### config.mk
export PLATFORM = sky130hd
export DESIGN_NAME = rr_arbiter16_lowgrant
export DESIGN_NICKNAME = d
export VERILOG_FILES = /design/src/rtl/rr_arbiter16_lowgrant.sv
export SDC_FILE = /design/constraint.sdc
export NUM_CORES = 1
export LEC_CHECK = 0
export ABC_AREA = 0
export CAP_MARGIN = 20
export CORE_UTILIZATION = 64
export CTS_BUF_LIST = sky130_fd_sc_hd__clkbuf_4
export DETAILED_ROUTE_END_ITERATION = 10
export PLACE_DENSITY = 0.89
export SLEW_MARGIN = 10
export SYNTH_ARGS = -nofsm -noshare
export SYNTH_HDL_FRONTEND = slang
export SYNTH_SLANG_ARGS = --single-unit
### constraint.sdc
create_clock -name clk -period 7.95 [get_ports clk]
set_input_delay 0.795 -clock clk [delete_from_list [all_inputs] [get_ports clk]]
set_output_delay 0.795 -clock clk [all_outputs]
set_load 0.02 [all_outputs]
### src/rtl/rr_arbiter16_lowgrant.sv
// Round-robin arbiter for 16 active-low requesters with an active-low one-hot grant,
// a binary grant index, and a programmable per-grant hold limit.
module rr_arbiter16_lowgrant #(
    parameter int unsigned MAXHOLD = 8
) (
    input  logic        clk,
    input  logic        rst,
    input  logic [15:0] nreq,
    output logic [15:0] ngnt,
    output logic [3:0]  gidx,
    output logic        gvalid
);

    typedef enum logic {
        IDLE  = 1'b0,
        GRANT = 1'b1
    } state_e;

    localparam logic [7:0] HOLD_LIMIT = 8'(MAXHOLD);

    state_e     state_q, state_d;
    logic [3:0] ptr_q, ptr_d;
    logic [7:0] cnt_q, cnt_d;
    logic [3:0] gidx_q, gidx_d;

    logic       found;
    logic [3:0] winner;
    logic [3:0] scan_idx;

    // Scan ptr+1 .. ptr+16 (mod 16), so the last holder is considered last.
    always_comb begin
        found    = 1'b0;
        winner   = ptr_q;
        scan_idx = ptr_q;
        for (int i = 1; i <= 16; i++) begin
            scan_idx = ptr_q + 4'(i);
            if (!found && !nreq[scan_idx]) begin
                found  = 1'b1;
                winner = scan_idx;
            end
        end
    end

    // NOTE: every always_comb output gets a default first so no latch is inferred.
    always_comb begin
        state_d = state_q;
        ptr_d   = ptr_q;
        cnt_d   = cnt_q;
        gidx_d  = gidx_q;
        unique case (state_q)
            IDLE: begin
                if (found) begin
                    gidx_d  = winner;
                    cnt_d   = 8'd1;
                    state_d = GRANT;
                end
            end
            GRANT: begin
                if (nreq[gidx_q] || (cnt_q == HOLD_LIMIT)) begin
                    ptr_d   = gidx_q;
                    state_d = IDLE;
                end else begin
                    cnt_d = cnt_q + 8'd1;
                end
            end
            default: state_d = IDLE;
        endcase
    end

    // NOTE: sequential state uses non-blocking assignments only.
    always_ff @(posedge clk) begin
        if (rst) begin
            state_q <= IDLE;
            ptr_q   <= 4'd15;
            cnt_q   <= 8'd0;
            gidx_q  <= 4'd0;
        end else begin
            state_q <= state_d;
            ptr_q   <= ptr_d;
            cnt_q   <= cnt_d;
            gidx_q  <= gidx_d;
        end
    end

    // Outputs come from registered state only; nreq never reaches them combinationally.
    always_comb begin
        gvalid = (state_q == GRANT);
        gidx   = gidx_q;
        ngnt   = 16'hFFFF;
        if (state_q == GRANT) begin
            ngnt = ~(16'h0001 << gidx_q);
        end
    end

endmodule

==> results.cfg <==
[job]
drv_cap = 0

[synth]
synth_area_um2 = 3395
mappedNetlistNets = 419
async_reset_ff_share_pct = 0
synth_edf_count = 0
syn_area_per_cell_um2 = 8.682
synthCells = 391
ys_warn_count = 0
synth-main-ff-cell = dfxtp_1
synth_cell_types = 72
ys_ff_latch = 17
ys_seq_area_share_pct = 10.03

[placement]
port_buffers = 38
place_ws_ns = 3.497
gp_congestion = 1.036
dp_hpwl_um = 7514

[route]
drtPass1Iterations = 5
vias_per_cell = 7.103
wl_um = 9862
detail-route-antenna-nets = 0
drtIter0Drc = 392
post-route-drc-count = 0
dr_total_vias = 3438
drt-wirelength-per-cell_um = 20.38

[sta]
setup_slack_ns = 3.388
hold_ws_ns = 0.4831
setup_viol = 0
maxSlewViolCount = 0
finalCritPeriodShare_pct = 57.38
relSlewSlack_pct = 37.89
final-hold-violation-count = 0
grt_setup_unrepaired = no
finalCriticalPeriod_ns = 4.562
fin_setup_tns_ns = 0
fin_skew_ns = 0.004007
tightest_slew_ns = 0.9303
fmax_mhz = 219.2

[clock_network]
cts_htree_levels = 1
cts_resized = 0
clk_transition_reported_paths_ns = 0.10
cts.sinks = 17
clk_path_buf_depth = 2
clock_latency_ns = 0.29
cts_buffers = 3
root_buffer = clkbuf_4
ctsHoldBuffers = 0
cts_setup_buffers = 0
cts_tree = done

[floorplan]
coreArea_um2 = 5107
dieArea_um2 = 5599
dieHeight_um = 74.83
num_rows = 26
ios = 39
start_util_pct = 66.46
chipWidth_um = 74.83

[critical_path]
crit_start = ptr_q[2]
crit_arrival_ns = 4.77
reg2reg_depth = 12
rrSetupSlack_ns = 3.39
cp-end-kind = register
path_max_fanout = 23
r2r-end = gidx[0]
r2r_start = ptr_q[2]
critPathKind = register to register
start_kind = register
endpoint = gidx[0]
worstPathRequired_ns = 8.16

[pwr]
ir_drop_v = 0.0002064
p_per_area_nw_per_um2 = 392.8
leakage_nw = 1.436

[grt]
grt_usage_pct = 37.03
grt_pass1_vias = 3166
grt_max_degree = 33
gr-usage-met2_pct = 59.16
globalRouteOverflowTotal = 0
busiest_layer = met2
grt_use_met3_pct = 6.292
grt_pass1_wl_um = 15670
grt_util_met1_pct = 50.38
antenna_found_initial = 0

[final_layout]
layout-drive-gt1-share_pct = 17.39
areaGrowthSynthToFinish_pct = 11.57
nets = 443
insertedDiodeCount = 0
fillers = 385

[outcome]
outcome = finished clean

[worst_hold_path]
hold_class = register to register
==> flip-flops by register name, indices dropped and copies added (netlist names) <==
| register | flops |
|---|---|
| gvalid | 1 |
| ptr_q | 4 |
| gidx | 4 |
| cnt_q | 8 |
==> power by group <==
| part | total (mW) | leakage, nW | switching [mW] | internal (mW) |
|---|---|---|---|---|
| sequential | 0.137 | 0.139 | 0.0365 | 0.100 |
| combinational | 1.30 | 1.28 | 0.769 | 0.534 |
| clock | 0.0474 | 0.0177 | 0.0287 | 0.0187 |
==> through the flow <==
step / area (um2) / instances / power [mW] / utilization (%)
2_1_floorplan: 3395 / 391 / 1.126 / -
3_3_place_gp: 3760 / 480 / 1.381 / 73.62
3_5_place_dp: 3760 / 480 / 1.396 / 73.62
4_1_cts: 3787 / 484 / 1.451 / 74.15
5_1_grt: 3787 / 484 / 1.576 / 74.15
6_report: 3787 / 484 / 1.488 / 74.15
==> placed cells by master (no fill, tap or decap), types with 4 or more instances in the layout <==
cell type / n
nand2_1: 49
clkdlybuf4s50_1: 38
nor2_1: 36
mux4_2: 30
mux2i_1: 23
dfxtp_1: 17
a21oi_1: 16
inv_1: 14
o21ai_0: 14
nand3_1: 12
ha_1: 10
a211o_1: 8
nor2b_1: 7
a211oi_1: 7
and3_1: 6
mux2_2: 6
nand2b_1: 6
a31oi_1: 6
xnor2_2: 5
xor2_1: 5
nor3_1: 5
nand4_1: 5
xnor2_1: 4
and2_1: 4
a21o_1: 4
o22ai_1: 4
o31ai_1: 4
==> cells by family after synthesis <==
logic type	after synthesis	synth area share [%]
compound gates	98	21.82
xor+xnor	16	5.676
fa+ha+maj	10	3.686
buf+inv	36	5.234
flops	17	10.03
mux	62	30.15
simple gates	152	23.41
==> metal layers <==
metal	share of wire, %	routed length [um]
met1	41	4022
met2	46	4579
met3	8.6	847
met4	4.2	412
met5	0	0
==> final cells by class <==
class	count	area, um2	area share, %
Multi-Input combinational cell	338	2877	75.95
Timing Repair Buffer	41	402.9	10.64
Sequential cell	17	340.3	8.986
Tap cell	70	87.58	2.313
Inverter	14	52.55	1.388
Clock buffer	3	22.52	0.5946
Clock inverter	1	5.005	0.1321
==> cells in the mapped netlist, types with 5 or more instances <==
cell / count / share of area, %
a211o_1: 8 / 2.1
a211oi_1: 7 / 1.5
a21oi_1: 16 / 2.4
a31oi_1: 6 / 1.1
and3_1: 6 / 1.1
buf_2: 7 / 1.0
clkbuf_1: 8 / 0.88
dfxtp_1: 17 / 10
ha_1: 10 / 3.7
inv_1: 14 / 1.5
mux2_2: 6 / 2.0
mux2i_1: 23 / 6.8
mux4_2: 30 / 20
nand2_1: 49 / 5.4
nand2b_1: 6 / 1.1
nand3_1: 12 / 1.8
nand4_1: 5 / 0.92
nor2_1: 36 / 4.0
nor2b_1: 7 / 1.3
nor3_1: 5 / 0.74
o21ai_0: 14 / 2.1
xnor2_2: 5 / 2.4
xor2_1: 5 / 1.3
==> worst max-delay path: stages, from the launching register on <==
cell	delay (ns)
dfxtp_1	0.95
inv_1	0.46
ha_1	0.35
a21oi_1	0.24
xnor2_2	0.24
mux4_2	0.66
and2_1	0.20
and3_4	0.24
nand3_2	0.12
nor2_1	0.07
or4b_4	0.57
xnor2_2	0.15
o31ai_1	0.22
==> how the worst min path moves through the flow <==
stage | depth (start not counted) | slack, ns | endpoint | startpoint
3_3_place_gp | 1 | 0.45 | ptr_q[3] | ptr_q[3]
4_1_cts | 1 | 0.48 | ptr_q[3] | ptr_q[3]
6_report | 1 | 0.48 | ptr_q[3] | ptr_q[3]
2_1_floorplan | 2 | 0.48 | cnt_q[7] | cnt_q[7]
5_1_grt | 1 | 0.51 | ptr_q[3] | ptr_q[3]
3_5_place_dp | 1 | 0.46 | ptr_q[3] | ptr_q[3]
No activity file was read; power rests on OpenSTA's default activity.
